[config.mk]
export PLATFORM = sky130hd
export DESIGN_NAME = reset_sequencer
export DESIGN_NICKNAME = d
export VERILOG_FILES = /design/src/rtl/rst_seq_pkg.sv /design/src/rtl/rst_ext_filter.sv /design/src/rtl/reset_sequencer.sv
export SDC_FILE = /design/constraint.sdc
export NUM_CORES = 1
export LEC_CHECK = 0
export ABC_CLOCK_PERIOD_IN_PS = 2870
export CELL_PAD_IN_SITES_DETAIL_PLACEMENT = 2
export CELL_PAD_IN_SITES_GLOBAL_PLACEMENT = 2
export CORE_UTILIZATION = 33
export CTS_CLUSTER_DIAMETER = 40
export DETAILED_ROUTE_END_ITERATION = 12
export GPL_ROUTABILITY_DRIVEN = 0
export PLACE_DENSITY = 0.84
export REMOVE_ABC_BUFFERS = 1
export SLEW_MARGIN = 40
export SYNTH_ARGS = -nofsm -noshare
export SYNTH_HDL_FRONTEND = slang
export SYNTH_SLANG_ARGS = --single-unit
[constraint.sdc]
create_clock -name clk_i -period 2.87 [get_ports clk_i]
set_clock_uncertainty 0.2 [all_clocks]
set_input_delay 0.287 -clock clk_i [delete_from_list [all_inputs] [get_ports clk_i]]
set_output_delay 0.287 -clock clk_i [all_outputs]
set_load 0.02 [all_outputs]
[src/rtl/rst_seq_pkg.sv]
// Shared types for the staged reset sequencer: FSM states, reset-cause codes
// and the priority encoder that picks the reported cause.
package rst_seq_pkg;

    localparam int unsigned SYNC_STAGES = 2;

    typedef enum logic [1:0] {
        HOLD  = 2'd0,
        STAGE = 2'd1,
        RUN   = 2'd2
    } state_e;

    typedef enum logic [1:0] {
        POR = 2'b00,
        EXT = 2'b01,
        WDT = 2'b10,
        SW  = 2'b11
    } cause_e;

    // External button outranks the watchdog, which outranks software.
    function automatic cause_e encode_cause(input logic ext_req,
                                            input logic wdt_req,
                                            input logic sw_req);
        cause_e cause;
        if (ext_req)      cause = EXT;
        else if (wdt_req) cause = WDT;
        else if (sw_req)  cause = SW;
        else              cause = POR;
        return cause;
    endfunction

endpackage

[src/rtl/rst_ext_filter.sv]
// Synchronizes the asynchronous push-button reset and turns it into a request.
// With RSTSEQ_DEBOUNCE_EN defined the low level must persist DEBOUNCE_CYCLES cycles.
module rst_ext_filter
    import rst_seq_pkg::*;
#(
    parameter int unsigned DEBOUNCE_CYCLES = 8
) (
    input  logic clk_i,
    input  logic rstn_i,
    input  logic ext_rstn_i,
    output logic ext_req
);

    logic [SYNC_STAGES-1:0] sync_reg;
    logic                   ext_sync;

    always_ff @(posedge clk_i or negedge rstn_i) begin
        if (!rstn_i) begin
            sync_reg <= '1;
        end else begin
            sync_reg <= {sync_reg[SYNC_STAGES-2:0], ext_rstn_i};
        end
    end

    assign ext_sync = sync_reg[SYNC_STAGES-1];

`ifdef RSTSEQ_DEBOUNCE_EN
    localparam int unsigned DEB_W = $clog2(DEBOUNCE_CYCLES + 1);

    logic [DEB_W-1:0] deb_cnt_reg;
    logic [DEB_W-1:0] deb_cnt_next;

    // Any high cycle clears the run of lows; the count saturates at the threshold.
    always_comb begin
        deb_cnt_next = deb_cnt_reg;
        if (ext_sync) begin
            deb_cnt_next = '0;
        end else if (deb_cnt_reg != DEB_W'(DEBOUNCE_CYCLES)) begin
            deb_cnt_next = deb_cnt_reg + DEB_W'(1);
        end
    end

    always_ff @(posedge clk_i or negedge rstn_i) begin
        if (!rstn_i) begin
            deb_cnt_reg <= '0;
        end else begin
            deb_cnt_reg <= deb_cnt_next;
        end
    end

    assign ext_req = ~ext_sync & (deb_cnt_reg == DEB_W'(DEBOUNCE_CYCLES));
`else
    assign ext_req = ~ext_sync;
`endif

endmodule

[src/rtl/reset_sequencer.sv]
// Staged reset generator: holds every domain in reset, then releases them in
// index order. Optional ext-button debounce is enabled by RSTSEQ_DEBOUNCE_EN.
module reset_sequencer
    import rst_seq_pkg::*;
#(
    parameter int unsigned N_DOMAINS       = 3,
    parameter int unsigned HOLD_CYCLES     = 16,
    parameter int unsigned STAGE_CYCLES    = 4,
    parameter int unsigned DEBOUNCE_CYCLES = 8
) (
    input  logic                 clk_i,
    input  logic                 rstn_i,
    input  logic                 ext_rstn_i,
    input  logic                 wdt_expire_i,
    input  logic                 sw_rst_req_i,
    output logic [N_DOMAINS-1:0] rstn_o,
    output logic                 busy_o,
    output logic                 seq_done_o,
    output logic [1:0]           rst_cause_o
);

    localparam int unsigned CNT_MAX = (HOLD_CYCLES > STAGE_CYCLES) ? HOLD_CYCLES : STAGE_CYCLES;
    localparam int unsigned CNT_W   = $clog2(CNT_MAX + 1);
    localparam int unsigned IDX_W   = (N_DOMAINS > 1) ? $clog2(N_DOMAINS) : 1;

    logic                 ext_req;
    logic                 rst_req;

    state_e               state_reg, state_next;
    logic [CNT_W-1:0]     cnt_reg, cnt_next, cnt_inc;
    logic [IDX_W-1:0]     idx_reg, idx_next;
    logic [N_DOMAINS-1:0] rstn_reg, rstn_next, release_mask;
    logic                 busy_reg, busy_next;
    logic                 done_reg, done_next;
    cause_e               cause_reg, cause_next;

    rst_ext_filter #(
        .DEBOUNCE_CYCLES (DEBOUNCE_CYCLES)
    ) u_ext_filter (
        .clk_i      (clk_i),
        .rstn_i     (rstn_i),
        .ext_rstn_i (ext_rstn_i),
        .ext_req    (ext_req)
    );

    assign rst_req = ext_req | wdt_expire_i | sw_rst_req_i;
    assign cnt_inc = (cnt_reg == CNT_W'(CNT_MAX)) ? cnt_reg : cnt_reg + CNT_W'(1);

    always_comb begin
        state_next   = state_reg;
        cnt_next     = cnt_reg;
        idx_next     = idx_reg;
        busy_next    = busy_reg;
        done_next    = 1'b0;
        cause_next   = cause_reg;
        release_mask = '0;

        if (rst_req) begin
            state_next = HOLD;
            cnt_next   = '0;
            idx_next   = '0;
            busy_next  = 1'b1;
            cause_next = encode_cause(ext_req, wdt_expire_i, sw_rst_req_i);
        end else begin
            case (state_reg)
                HOLD: begin
                    if (cnt_reg == CNT_W'(HOLD_CYCLES - 1)) begin
                        release_mask[0] = 1'b1;
                        cnt_next        = '0;
                        if (N_DOMAINS == 1) begin
                            state_next = RUN;
                            busy_next  = 1'b0;
                            done_next  = 1'b1;
                        end else begin
                            state_next = STAGE;
                            idx_next   = IDX_W'(1);
                        end
                    end else begin
                        cnt_next = cnt_inc;
                    end
                end
                STAGE: begin
                    if (cnt_reg == CNT_W'(STAGE_CYCLES - 1)) begin
                        release_mask = N_DOMAINS'(1) << idx_reg;
                        cnt_next     = '0;
                        if (idx_reg == IDX_W'(N_DOMAINS - 1)) begin
                            state_next = RUN;
                            busy_next  = 1'b0;
                            done_next  = 1'b1;
                        end else begin
                            idx_next = idx_reg + IDX_W'(1);
                        end
                    end else begin
                        cnt_next = cnt_inc;
                    end
                end
                RUN: begin
                end
                default: begin
                    state_next = HOLD;
                    cnt_next   = '0;
                end
            endcase
        end
    end

    // A bit only rises once its own release slot arrives, so released bits stay a prefix.
    for (genvar gi = 0; gi < N_DOMAINS; gi++) begin : g_domain
        assign rstn_next[gi] = ~rst_req & (rstn_reg[gi] | release_mask[gi]);
    end

    always_ff @(posedge clk_i or negedge rstn_i) begin
        if (!rstn_i) begin
            state_reg <= HOLD;
            cnt_reg   <= '0;
            idx_reg   <= '0;
            rstn_reg  <= '0;
            busy_reg  <= 1'b1;
            done_reg  <= 1'b0;
            cause_reg <= POR;
        end else begin
            state_reg <= state_next;
            cnt_reg   <= cnt_next;
            idx_reg   <= idx_next;
            rstn_reg  <= rstn_next;
            busy_reg  <= busy_next;
            done_reg  <= done_next;
            cause_reg <= cause_next;
        end
    end

    assign rstn_o      = rstn_reg;
    assign busy_o      = busy_reg;
    assign seq_done_o  = done_reg;
    assign rst_cause_o = cause_reg;

endmodule
==> impl_metrics.py <==
metrics = {
    "sta": {
        "rsz0062_at_grt": "no",
        "hold_viol": 0,
        "drv_slew": 0,
        "max_slew_margin": 0.616,
        "fin_crit_ns": 2.32,
        "tns_ns": 0,
        "worst_pin_slew_ns": 0.568,
        "worst_slack_ns": 0.554,
        "setup_violations": 0,
        "period_share": 0.807,
        "clock.fmax_ghz": 0.432,
    },
    "clock_network": {
        "cts_resized": 0,
        "cts_setup_buffers": 0,
        "root_buffer": "clkbuf_4",
        "worstSkewPairLatency_ns": 0.30,
        "path_clk_slew_ns": 0.10,
        "numCtsBuffers": 3,
        "htreeDepth": 1,
        "clockBufferDepth": 2,
        "cts_sinks": 18,
        "cts_tree": "done",
    },
    "drt": {
        "antenna_left": 0,
        "drtPass1Iterations": 4,
        "viasPerCell": 5.42,
        "routed_wl_mm": 2.33,
        "dr_total_vias": 721,
        "drt_iter0_markers": 9,
        "wire_per_inst_um": 17.5,
        "route.detailed.drc": 0,
    },
    "power": {
        "p_int_w": 0.000347,
        "peakVddDrop_v": 0.000244,
        "p_switching_w": 0.0000989,
        "combPwrFrac": 0.057,
        "power_w": 0.000446,
        "power_density_mw_per_mm2": 408,
        "p_seq_frac": 0.586,
        "leakage_nw": 0.436,
        "pwr-share-clk": 0.356,
        "switching_share": 0.222,
    },
    "synthesis": {
        "netlist_instances": 89,
        "synth_top_flop_cell": "dfrtp_1",
        "ys_seq_area_frac": 0.496,
        "synth_edf_count": 0,
        "syn_area_um2": 916,
        "yosys_register_bits": 18,
        "yosys_warnings": 0,
        "avgSynthCellArea_um2": 10.3,
        "synth_async_sr_flop_share": 1.00,
        "synthDistinctLibCells": 32,
    },
    "place": {
        "port_buffers": 11,
        "dp_slack_ns": 0.453,
        "dp_hpwl_mm": 1.67,
        "place_area_mm2": 0.00105,
    },
    "global_route": {
        "antenna_found_initial": 0,
        "track_usage": 0.201,
        "grt_pass1_vias": 828,
        "grt_pass1_wl_mm": 4.10,
        "grt_overflow": 0,
        "grt_start_max_net_pins": 19,
    },
    "worst_setup_path": {
        "cp_top_family": "compound AO/OA/AOI/OAI gates",
        "crit_fanout": 5,
        "crit_arrival_ns": 2.35,
        "critPathSlowestCell": "a2111oi_2",
        "cp-start-kind": "register",
        "crit_buf_inv": 0,
        "worst-path-stages": 7,
        "regToRegStartpoint": "cnt_reg[0]",
        "path_cells": "ha_1 > and3_2 > ha_1 > nor2b_1 > a2111oi_2 > a21oi_1 > o21ai_1",
        "crit_top_cell": "ha_1",
        "cp-end-kind": "register",
        "reg2reg_setup_slack_ns": 0.55,
        "crit_path_start": "cnt_reg[0]",
        "endpoint": "cnt_reg[1]",
        "r2r_cells": 7,
        "r2r-end": "cnt_reg[1]",
        "critPathMaxStageDelay_ns": 0.48,
        "crit_required_ns": 2.90,
        "critical_path_class": "register to register",
    },
    "floorplan": {
        "boundaryPins": 12,
        "dieArea_mm2": 0.00299,
        "design.core.area_mm2": 0.00254,
        "initial_core_util": 0.360,
        "rows": 18,
        "dieHeight_um": 54.7,
        "die_width_um": 54.7,
    },
    "run_status": {
        "status": "finished clean",
    },
    "layout": {
        "finalCoreUtilization": 0.430,
        "area_growth_pct": 19.5,
        "num_antenna_cells": 0,
        "drive_gt1_frac": 0.126,
        "final_nets": 115,
        "final_area_mm2": 0.00109,
        "fill_cells": 282,
        "largest_reg_flops": 5,
        "final_common_cell": "dfrtp_1",
        "final_cell_mix": "dfrtp_1, nor2_1, clkdlybuf4s50_1, inv_1",
    },
    "flow_run": {
        "drv_cap": 0,
    },
    "hold_path": {
        "hold_class": "register to register",
    },
}
layer usage:
layer | track usage | vias to the layer above | routed length (um)
met2 | 0.329 | 12 | 1180
met5 | 0 | - | 0
met3 | 0.0250 | 5 | 46
met1 | 0.262 | 361 | 1060
met4 | 0.0897 | 0 | 42
li1 | - | 343 | -
layout make-up:
type	count	area (um^2)	area share
multi-input cells	62	425	0.389
well taps	30	37.5	0.0343
inverters	7	26.3	0.0240
clock buffers	4	36.3	0.0331
flip-flops and latches	18	454	0.415
repair buffers	12	115	0.105
worst min-delay path by stage:
stage,startpoint,endpoint,depth (start not counted)
after detailed placement,rstn_i,cnt_reg[1],1
after global routing,u_ext_filter.sync_reg[0],u_ext_filter.sync_reg[1],0
final,u_ext_filter.sync_reg[0],u_ext_filter.sync_reg[1],0
after floorplan,rstn_i,cnt_reg[0],0
after global placement,u_ext_filter.sync_reg[0],u_ext_filter.sync_reg[1],0
after CTS,u_ext_filter.sync_reg[0],u_ext_filter.sync_reg[1],0
Yosys cell counts, types with 2 or more instances:
master,instances,share of area
a21oi_1,6,0.033
dfrtp_1,15,0.41
dfstp_2,3,0.086
ha_1,6,0.082
inv_1,7,0.029
mux2i_1,2,0.022
nand2_1,3,0.012
nand2b_1,3,0.020
nand3_1,3,0.016
nor2_1,13,0.053
nor2b_1,2,0.014
nor3_1,2,0.011
o21ai_0,4,0.022
or3_1,2,0.014
timing repair:
item	in CTS	in global routing
endpoints found under the setup margin	0	0
hold buffers	1	0
endpoints found under the hold margin	15	0
power groups by stage:
stage	clock network [W]	registers [W]	logic (W)
2_1_floorplan	0	0.000268	0.00000645
3_3_place_gp	0	0.000266	0.0000250
3_5_place_dp	0	0.000266	0.0000254
4_1_cts	0.000166	0.000262	0.0000265
5_1_grt	0.000171	0.000262	0.0000287
6_report	0.000159	0.000262	0.0000255
cell families (layout without fill, tap and decap cells):
group | after synthesis | after routing | share of synthesized area
multiplexers | 2 | 2 | 0.0219
buffers and inverters | 9 | 23 | 0.0396
flip-flops | 18 | 18 | 0.496
adder cells (fa/ha/maj) | 6 | 6 | 0.0820
AND/OR/NAND/NOR | 35 | 35 | 0.223
AO/OA/AOI/OAI | 19 | 19 | 0.138
metrics by stage:
| step | hold WS (ns) | instances |
|---|---|---|
| after floorplan | -0.209 | 87 |
| after global placement | 0.149 | 128 |
| after detailed placement | 0.0469 | 128 |
| after CTS | 0.168 | 133 |
| after global routing | 0.175 | 133 |
| final | 0.166 | 133 |
Note: power is estimated with default switching activity, not from simulation.
